===== src/rtl/hazard_stall_ctrl.sv =====
// hazard_stall_ctrl: decides when the front of the five-stage pipeline holds,
// flushes or bubbles. It covers load-use hazards, taken-branch redirects and
// the fixed-latency multiply that occupies EX. It also keeps a saturating
// count of decode-stall cycles for performance monitoring.
module hazard_stall_ctrl #(
    parameter int MUL_LAT = 4,
    parameter int CNT_W   = 16
) (
    input  logic             clk,
    input  logic             reset_n,
    input  logic [4:0]       RsD,
    input  logic [4:0]       RtD,
    input  logic             UsesRtD,
    input  logic [4:0]       RtE,
    input  logic             MemReadE,
    input  logic             BranchTakenE,
    input  logic             MulStartE,
    output logic             StallF,
    output logic             IF_IDWrite,
    output logic             FlushD,
    output logic             StallE,
    output logic             FlushE,
    output logic             FlushM,
    output logic             MulDoneE,
    output logic [CNT_W-1:0] StallCount
);

    // The down-counter only has to hold MUL_LAT-2, so ceil(log2(MUL_LAT)) bits are enough.
    localparam int CW = $clog2(MUL_LAT);
    localparam logic [CW-1:0] CNT_START = CW'(MUL_LAT - 2);

    typedef enum logic {
        RUN,
        MUL_BUSY
    } state_t;

    state_t           state_q, state_d;
    logic [CW-1:0]    cnt_q, cnt_d;
    logic [CNT_W-1:0] stallCount_q, stallCount_d;

    logic loadUse;
    logic stallFRaw, ifIdWriteRaw, flushDRaw, stallERaw, flushERaw, flushMRaw, mulDoneRaw;

    // A load in EX writes a register that the ID instruction is about to read. r0 never counts.
    assign loadUse = MemReadE && (RtE != 5'd0) &&
                     ((RtE == RsD) || (UsesRtD && (RtE == RtD)));

    // Next-state and Mealy control outputs. In RUN, priority is branch, then multiply, then load-use.
    always_comb begin
        state_d      = state_q;
        cnt_d        = cnt_q;
        stallFRaw    = 1'b0;
        ifIdWriteRaw = 1'b0;
        flushDRaw    = 1'b0;
        stallERaw    = 1'b0;
        flushERaw    = 1'b0;
        flushMRaw    = 1'b0;
        mulDoneRaw   = 1'b0;
        case (state_q)
            RUN: begin
                if (BranchTakenE) begin
                    flushDRaw = 1'b1;
                    flushERaw = 1'b1;
                end else if (MulStartE) begin
                    stallFRaw    = 1'b1;
                    ifIdWriteRaw = 1'b1;
                    stallERaw    = 1'b1;
                    flushMRaw    = 1'b1;
                    state_d      = MUL_BUSY;
                    cnt_d        = CNT_START;
                end else if (loadUse) begin
                    stallFRaw    = 1'b1;
                    ifIdWriteRaw = 1'b1;
                    flushERaw    = 1'b1;
                end
            end
            MUL_BUSY: begin
                if (cnt_q != '0) begin
                    stallFRaw    = 1'b1;
                    ifIdWriteRaw = 1'b1;
                    stallERaw    = 1'b1;
                    flushMRaw    = 1'b1;
                    cnt_d        = cnt_q - CW'(1);
                end else begin
                    // Release cycle: the product is valid. A new multiply cannot start here.
                    mulDoneRaw = 1'b1;
                    state_d    = RUN;
                    if (BranchTakenE) begin
                        flushDRaw = 1'b1;
                        flushERaw = 1'b1;
                    end else if (loadUse) begin
                        stallFRaw    = 1'b1;
                        ifIdWriteRaw = 1'b1;
                        flushERaw    = 1'b1;
                    end
                end
            end
            default: begin
                state_d = RUN;
                cnt_d   = '0;
            end
        endcase
    end

    // While reset is held, every control output is forced low, even though it is combinational.
    assign StallF     = reset_n & stallFRaw;
    assign IF_IDWrite = reset_n & ifIdWriteRaw;
    assign FlushD     = reset_n & flushDRaw;
    assign StallE     = reset_n & stallERaw;
    assign FlushE     = reset_n & flushERaw;
    assign FlushM     = reset_n & flushMRaw;
    assign MulDoneE   = reset_n & mulDoneRaw;
    assign StallCount = stallCount_q;

    // Count decode-stall cycles and stop at all-ones instead of wrapping.
    always_comb begin
        stallCount_d = stallCount_q;
        if (IF_IDWrite && (stallCount_q != '1)) begin
            stallCount_d = stallCount_q + CNT_W'(1);
        end
    end

    // State, multiply countdown and stall counter. Reset aborts any multiply in flight.
    always_ff @(posedge clk or negedge reset_n) begin
        if (!reset_n) begin
            state_q      <= RUN;
            cnt_q        <= '0;
            stallCount_q <= '0;
        end else begin
            state_q      <= state_d;
            cnt_q        <= cnt_d;
            stallCount_q <= stallCount_d;
        end
    end

endmodule


===== config.mk =====
export PLATFORM = sky130hd
export DESIGN_NAME = hazard_stall_ctrl
export DESIGN_NICKNAME = d
export VERILOG_FILES = /design/src/rtl/hazard_stall_ctrl.sv
export SDC_FILE = /design/constraint.sdc
export NUM_CORES = 1
export LEC_CHECK = 0
export CAP_MARGIN = 20
export CORE_ASPECT_RATIO = 2
export CORE_MARGIN = 10
export CORE_UTILIZATION = 39
export DETAILED_ROUTE_END_ITERATION = 16
export GPL_TIMING_DRIVEN = 0
export PLACE_DENSITY = 0.78
export SETUP_SLACK_MARGIN = 0.1
export SLEW_MARGIN = 20
export SYNTH_ARGS = -nofsm -noshare
export SYNTH_HDL_FRONTEND = slang
export SYNTH_SLANG_ARGS = --single-unit

===== constraint.sdc =====
create_clock -name clk -period 2.05 [get_ports clk]
set_input_delay 0.41 -clock clk [delete_from_list [all_inputs] [get_ports clk]]
set_output_delay 0.41 -clock clk [all_outputs]
set_load 0.02 [all_outputs]

# --- Word level (Yosys, flattened, before mapping) ---
# Index checks and enable logic that the tools add are counted.
# W data, S select, Z words.
classes:
  eq_ne: 6
  bitwise: 6
  shift: 0
  n_mux: 24
  n_lt_le_gt_ge: 0
  n_reduce_logical: 8
  mul: 0
  add_sub_neg: 2
  div: 0
op_table:
  columns: ["operator", "count"]
  rows:
  - ["$add A16 B1 Y16 const B", 1]
  - ["$mux W1", 16]
  - ["$ne A16 B16 Y1 const B", 1]
  - ["$eq A5 B5 Y1", 2]
  - ["$pmux W1 S2", 4]
  - ["$mux W2", 3]
  - ["$and A1 B1 Y1", 5]
  - ["$reduce_bool A5 Y1", 1]
  - ["$logic_and A1 B1 Y1", 4]
  - ["$ne A2 B2 Y1 const B", 2]
  - ["$pmux W2 S2", 1]
  - ["$reduce_and A3 Y1", 1]
  - ["$ne A2 B1 Y1 const B", 1]
  - ["$reduce_bool A2 Y1", 1]
  - ["$sub A2 B1 Y2 const B", 1]
  - ["$logic_or A1 B1 Y1", 1]
  - ["$not A1 Y1", 1]
word_totals:
  latch_bits: 0
  mem_count: 0
  regBits: 19
  rom_bits: 0
  mem_bits_rw: 0
  input_bits: 21
  wordCells: 49
  out_inout_bits: 23

# --- Longest topological paths before layout ---
logic_depth:
  word_depth: 10
  mapped_depth: 9
  mapped_depth_nobuf: 8

# --- Worst setup path before layout ---
# Ideal clock, no wire load.
synth_path:
  path_type: "in2out"
  from: "in RtE[3]"
  to: "out StallF"
  path_slack_ps: -208
  required_ps: 1640
  arrival_time_ps: 1848
  cell_stages: 6
  n_path_buf: 2
  path_cell_list: "xor2_1 > nor4_2 > a32oi_1 > o41ai_4 > buf_6 > buf_4"
synth_via:
  elab_chain_cells: 9
  elab_cells_between_ends: 14
  cone_classes: "eq/ne (2); mux (6); bitwise (1); reduce/logical (5)"
synth_rtl:
  columns: ["element", "line_no", "text"]
  rows:
  - ["start, declared", "14", "input logic [4:0] RtE,"]
  - ["$eq A5 B5 Y1", "46", "((RtE == RsD) || (UsesRtD && (RtE == RtD)));"]
  - ["$logic_and A1 B1 Y1", "46", null]
  - ["$logic_or A1 B1 Y1", "46", null]
  - ["$logic_and A1 B1 Y1 *", "45", "assign loadUse = MemReadE && (RtE != 5'd0) &&"]
  - ["$mux W1 *", null, null]
  - ["$mux W1, on equally long branches (2 in a row)", null, null]
  - ["$pmux W1 S2 *", null, null]
  - ["$and A1 B1 Y1 *", null, null]
  - ["end, declared", "18", "output logic StallF,"]
# Mark *: on every way between the ends. The rest lies on a longest branch, timed or not.

# --- Worst setup path in the final report ---
layout_path:
  from: "in RtD[3]"
  to: "out StallF"
layout_via:
  elab_chain_cells: 9
  elab_cells_between_ends: 11
  cone_classes: "eq/ne (1); mux (6); bitwise (1); reduce/logical (3)"
layout_rtl:
  columns: ["element", "line_no", "text"]
  rows:
  - ["start, declared", "12", "input logic [4:0] RtD,"]
  - ["$eq A5 B5 Y1 *", "46", null]
  - ["$logic_and A1 B1 Y1 *", "46", null]
  - ["$logic_or A1 B1 Y1 *", "46", null]
  - ["$logic_and A1 B1 Y1 *", "45", null]
  - ["$mux W1 *", "71, 91", null]
  - ["$mux W1, on equally long branches", "88, 64", null]
  - ["$mux W1, on equally long branches", "78, 61", null]
  - ["$pmux W1 S2 *", "59", "case (state_q)"]
  - ["$and A1 B1 Y1 *", "106", "assign StallF = reset_n & stallFRaw;"]
# Marks and branches as above.

==> out/metrics.csv <==
stage;metric;value;unit
run;maxCapViolations;0;
route;viasPerCell;5.241;
timing;min_period;2233;ps
timing;fmax;447.8;MHz
global_routing;grt_pass1_wl;5740;um
worst_setup_path;crit_path_max_incr_delay;340;ps
worst_setup_path;path_class;input port to primary output;
place;finalWeightedCongestion;0.8096;
place;place_area;1653;um^2
logic_synthesis;yosys_warnings;0;
global_routing;grt_antenna_before_repair;0;
floorplan;rows;28;
timing;worstMarginPinSlew;503.9;ps
finish;area_delta_synth_final;57.26;%
place;hpwl;2543;um
worst_setup_path;crit_path_max_fanout;3;
logic_synthesis;syn-instance-count;109;
route;drtIter0Drc;9;
floorplan;die_w;58.90;um
worst_setup_path;crit_arrival;1820;ps
power;vdd_drop_max;647.1;uV
timing;hold_violations;0;
logic_synthesis;synth.area.mux_share;0.01803;
logic_synthesis;synthAdderAreaFrac;0.02121;
worst_setup_path;start_kind;input port;
finish;stdcell_area;1856;um^2
timing;slew_headroom;0.6628;
logic_synthesis;syn_area_per_cell;10.82;um^2
worst_setup_path;path_cells;buf_6 > xor2_1 > nor4_2 > a32oi_2 > o41ai_4 > buf_6 > buf_6 > buf_6;
logic_synthesis;ys_ff_latch;19;
timing;maxSlewViolCount;0;
finish;diodes;0;
place;dp_slack;-1779;ps
finish;fill_cells;247;
min_path;hold_class;input port to async pin;
worst_setup_path;cp_num_buf_inv;4;
logic_synthesis;syn-cell-area;1180;um^2
finish;multi_input_area;735.7;um^2
clock_tree;cts_buffers;3;
finish;utilization;0.6305;
worst_setup_path;r2r_start;cnt_q[1];
logic_synthesis;synth-xor-area-share;0.1983;
floorplan;initial_core_util;0.4009;
worst_setup_path;critPathRequiredTime;1640;ps
route;routed_wl;3496;um
worst_setup_path;crit_family;compound AO/OA/AOI/OAI gates;
worst_setup_path;cp-startpoint;RtD[3];
route;ant_nets;0;
finish;drive_above_1_share;0.3787;
logic_synthesis;synth_simple_gate_area_frac;0.2619;
timing;setup_viol;3;
floorplan;die_height;97.79;um
finish;seq_area;476.7;um^2
logic_synthesis;synth_compound_area_frac;0.04984;
clock_tree;cts.clk_slew.worst_paths;60;ps
place;port_buffers;43;
clock_tree;cts_buffer_depth;2;
floorplan;io_pins;44;
timing;fin_skew;3.909;ps
logic_synthesis;post_synth_main_area_contributors;dfrtp_1 (40%), xnor2_1 (10%), nand3_2 (6.8%);
route;drc;0;
timing;fin_hold_ws;32.82;ps
power;leakage;0.8238;nW
route;vias;1043;
clock_tree;htree_num_levels;1;
floorplan;dieArea;5759;um^2
finish;final_cells;199;
global_routing;grt_overflow_total;0;
logic_synthesis;synth_top_area_share;0.4030;
clock_tree;hold_buffers;0;
logic_synthesis;yosysUniqueCellTypes;29;
worst_setup_path;end_kind;primary output;
power;power_density;979.2;nW/um^2
logic_synthesis;synth_nets;132;
route;drt_pre_antenna_iters;4;
logic_synthesis;post-synth-top-area-cell;dfrtp_1;
worst_setup_path;critPathSlowestCell;nor4_2;
logic_synthesis;seq_area_frac_synth;0.4030;
clock_tree;insertion_delay;250;ps
status;status;finished with violations;
route;wl_per_cell;17.57;um
worst_setup_path;worst_path_most_repeated_cell;buf_6;
floorplan;fp.coreArea;2943;um^2
global_routing;grt_pass1_vias;1096;
clock_tree;clkSinkCount;19;
logic_synthesis;synth_top_family_by_area;simple AND/OR/NAND/NOR gates;
timing;rsz0062_at_grt;yes;
clock_tree;cts-root-buf;clkbuf_8;
global_routing;grt_max_degree;24;
finish;nets;193;
timing;postLayoutSetupSlackWorst;-183.3;ps
global_routing;grt.total_usage;0.1216;
clock_tree;cts_tree;done;
status;violations;setup timing;
place;dp.cells;182;
timing;timing.final.crit_share;1.089;
==> metrics by stage <==
stage	power, mW	TNS (ps)
after floorplan	0.9658	-253.8
after global placement	1.253	-21660
after detailed placement	1.280	-23480
after CTS	1.800	-412.7
after global routing	1.929	-862.8
final	1.817	-368.1
==> kinds of logic after synthesis <==
family / Yosys count
multiplexers: 2
buffers and inverters: 10
XOR/XNOR: 25
flip-flops: 19
adder cells (fa/ha/maj): 2
AO/OA/AOI/OAI: 5
AND/OR/NAND/NOR: 46
==> area by class of cell <==
type / count / area share
Inverter: 6 / 0.01214
Tap cell: 30 / 0.02023
Buffer: 3 / 0.01618
Sequential cell: 19 / 0.2569
Multi-Input combinational cell: 80 / 0.3965
Clock buffer: 4 / 0.02428
Timing Repair Buffer: 57 / 0.2738
==> timing repair <==
action                                  4_1_cts  5_1_grt
endpoints found under the setup margin       23       21
pin swaps                                    16        4
gates resized for setup                      91        9
setup buffers                                14        2
==> cells in the final DEF, fill, tap and decap left out, types with 2 or more instances in the layout <==
cell,count
buf_2,5
xnor2_1,14
clkbuf_8,3
inv_1,5
buf_6,10
nand4_1,4
buf_4,15
nor3_2,2
xor2_1,8
nor2_1,6
xnor2_2,2
nand3_1,4
dlygate4sd2_1,10
nor2_2,2
and3_1,8
o21ai_4,2
clkdlybuf4s50_1,18
nand2_1,2
dfrtp_1,18
clkdlybuf4s15_1,2
nand3_2,8
==> cells in the mapped netlist, drive strengths merged <==
| master | number |
|---|---|
| mux2i | 1 |
| o22a | 1 |
| nand2 | 4 |
| nor3 | 2 |
| or4 | 1 |
| o41ai | 1 |
| a32oi | 1 |
| xnor2 | 16 |
| nor2 | 8 |
| ha | 2 |
| buf | 4 |
| inv | 6 |
| and3 | 8 |
| and4 | 1 |
| mux2 | 1 |
| dfrtp | 19 |
| nand2b | 2 |
| nand3 | 13 |
| o21ai | 2 |
| nand4 | 5 |
| nand4b | 1 |
| nor4 | 1 |
| xor2 | 9 |
==> worst reg2reg max path, cell delays in order (launching register included) <==
cell and delay, ps:
dfrtp_1 360, inv_1 50, ha_2 180, nand2b_4 160, buf_6 120, buf_4 120
buf_4 120, buf_4 120, buf_4 120, buf_4 120, buf_4 130, o22a_1 200
==> power breakdown <==
group          total (mW)  internal (mW)  leakage (nW)  switching [mW]
combinational        1.01          0.550         0.554           0.455
clock               0.252          0.138        0.0228           0.114
sequential          0.559          0.460         0.247          0.0987
total                1.82           1.15         0.824           0.668
==> registers in the layout, summed over array words and instances, names as in the netlist <==
| register | cells |
|---|---|
| state_q | 1 |
| cnt_q | 2 |
| StallCount | 16 |
==> layer usage <==
layer | global-route usage | routed length, um
met3 | 0.02594 | 240
met2 | 0.2138 | 1866
met4 | 0.03730 | 57
met5 | 0 | 0
met1 | 0.1374 | 1332
==> final timing paths <==
| check | endpoint | slack [ps] | cells after the start |
|---|---|---|---|
| max in group asynchronous | StallCount[7] | 1780 | 1 |
| worst max-delay path | StallF | -180 | 8 |
| worst min-delay path | StallCount[3] | 30 | 1 |
| min in group clk | StallCount[12] | 500 | 1 |
| worst min register to register | StallCount[12] | 500 | 1 |
| worst max register to register | cnt_q[1] | 130 | 11 |
(Power assumes the default switching activity.)
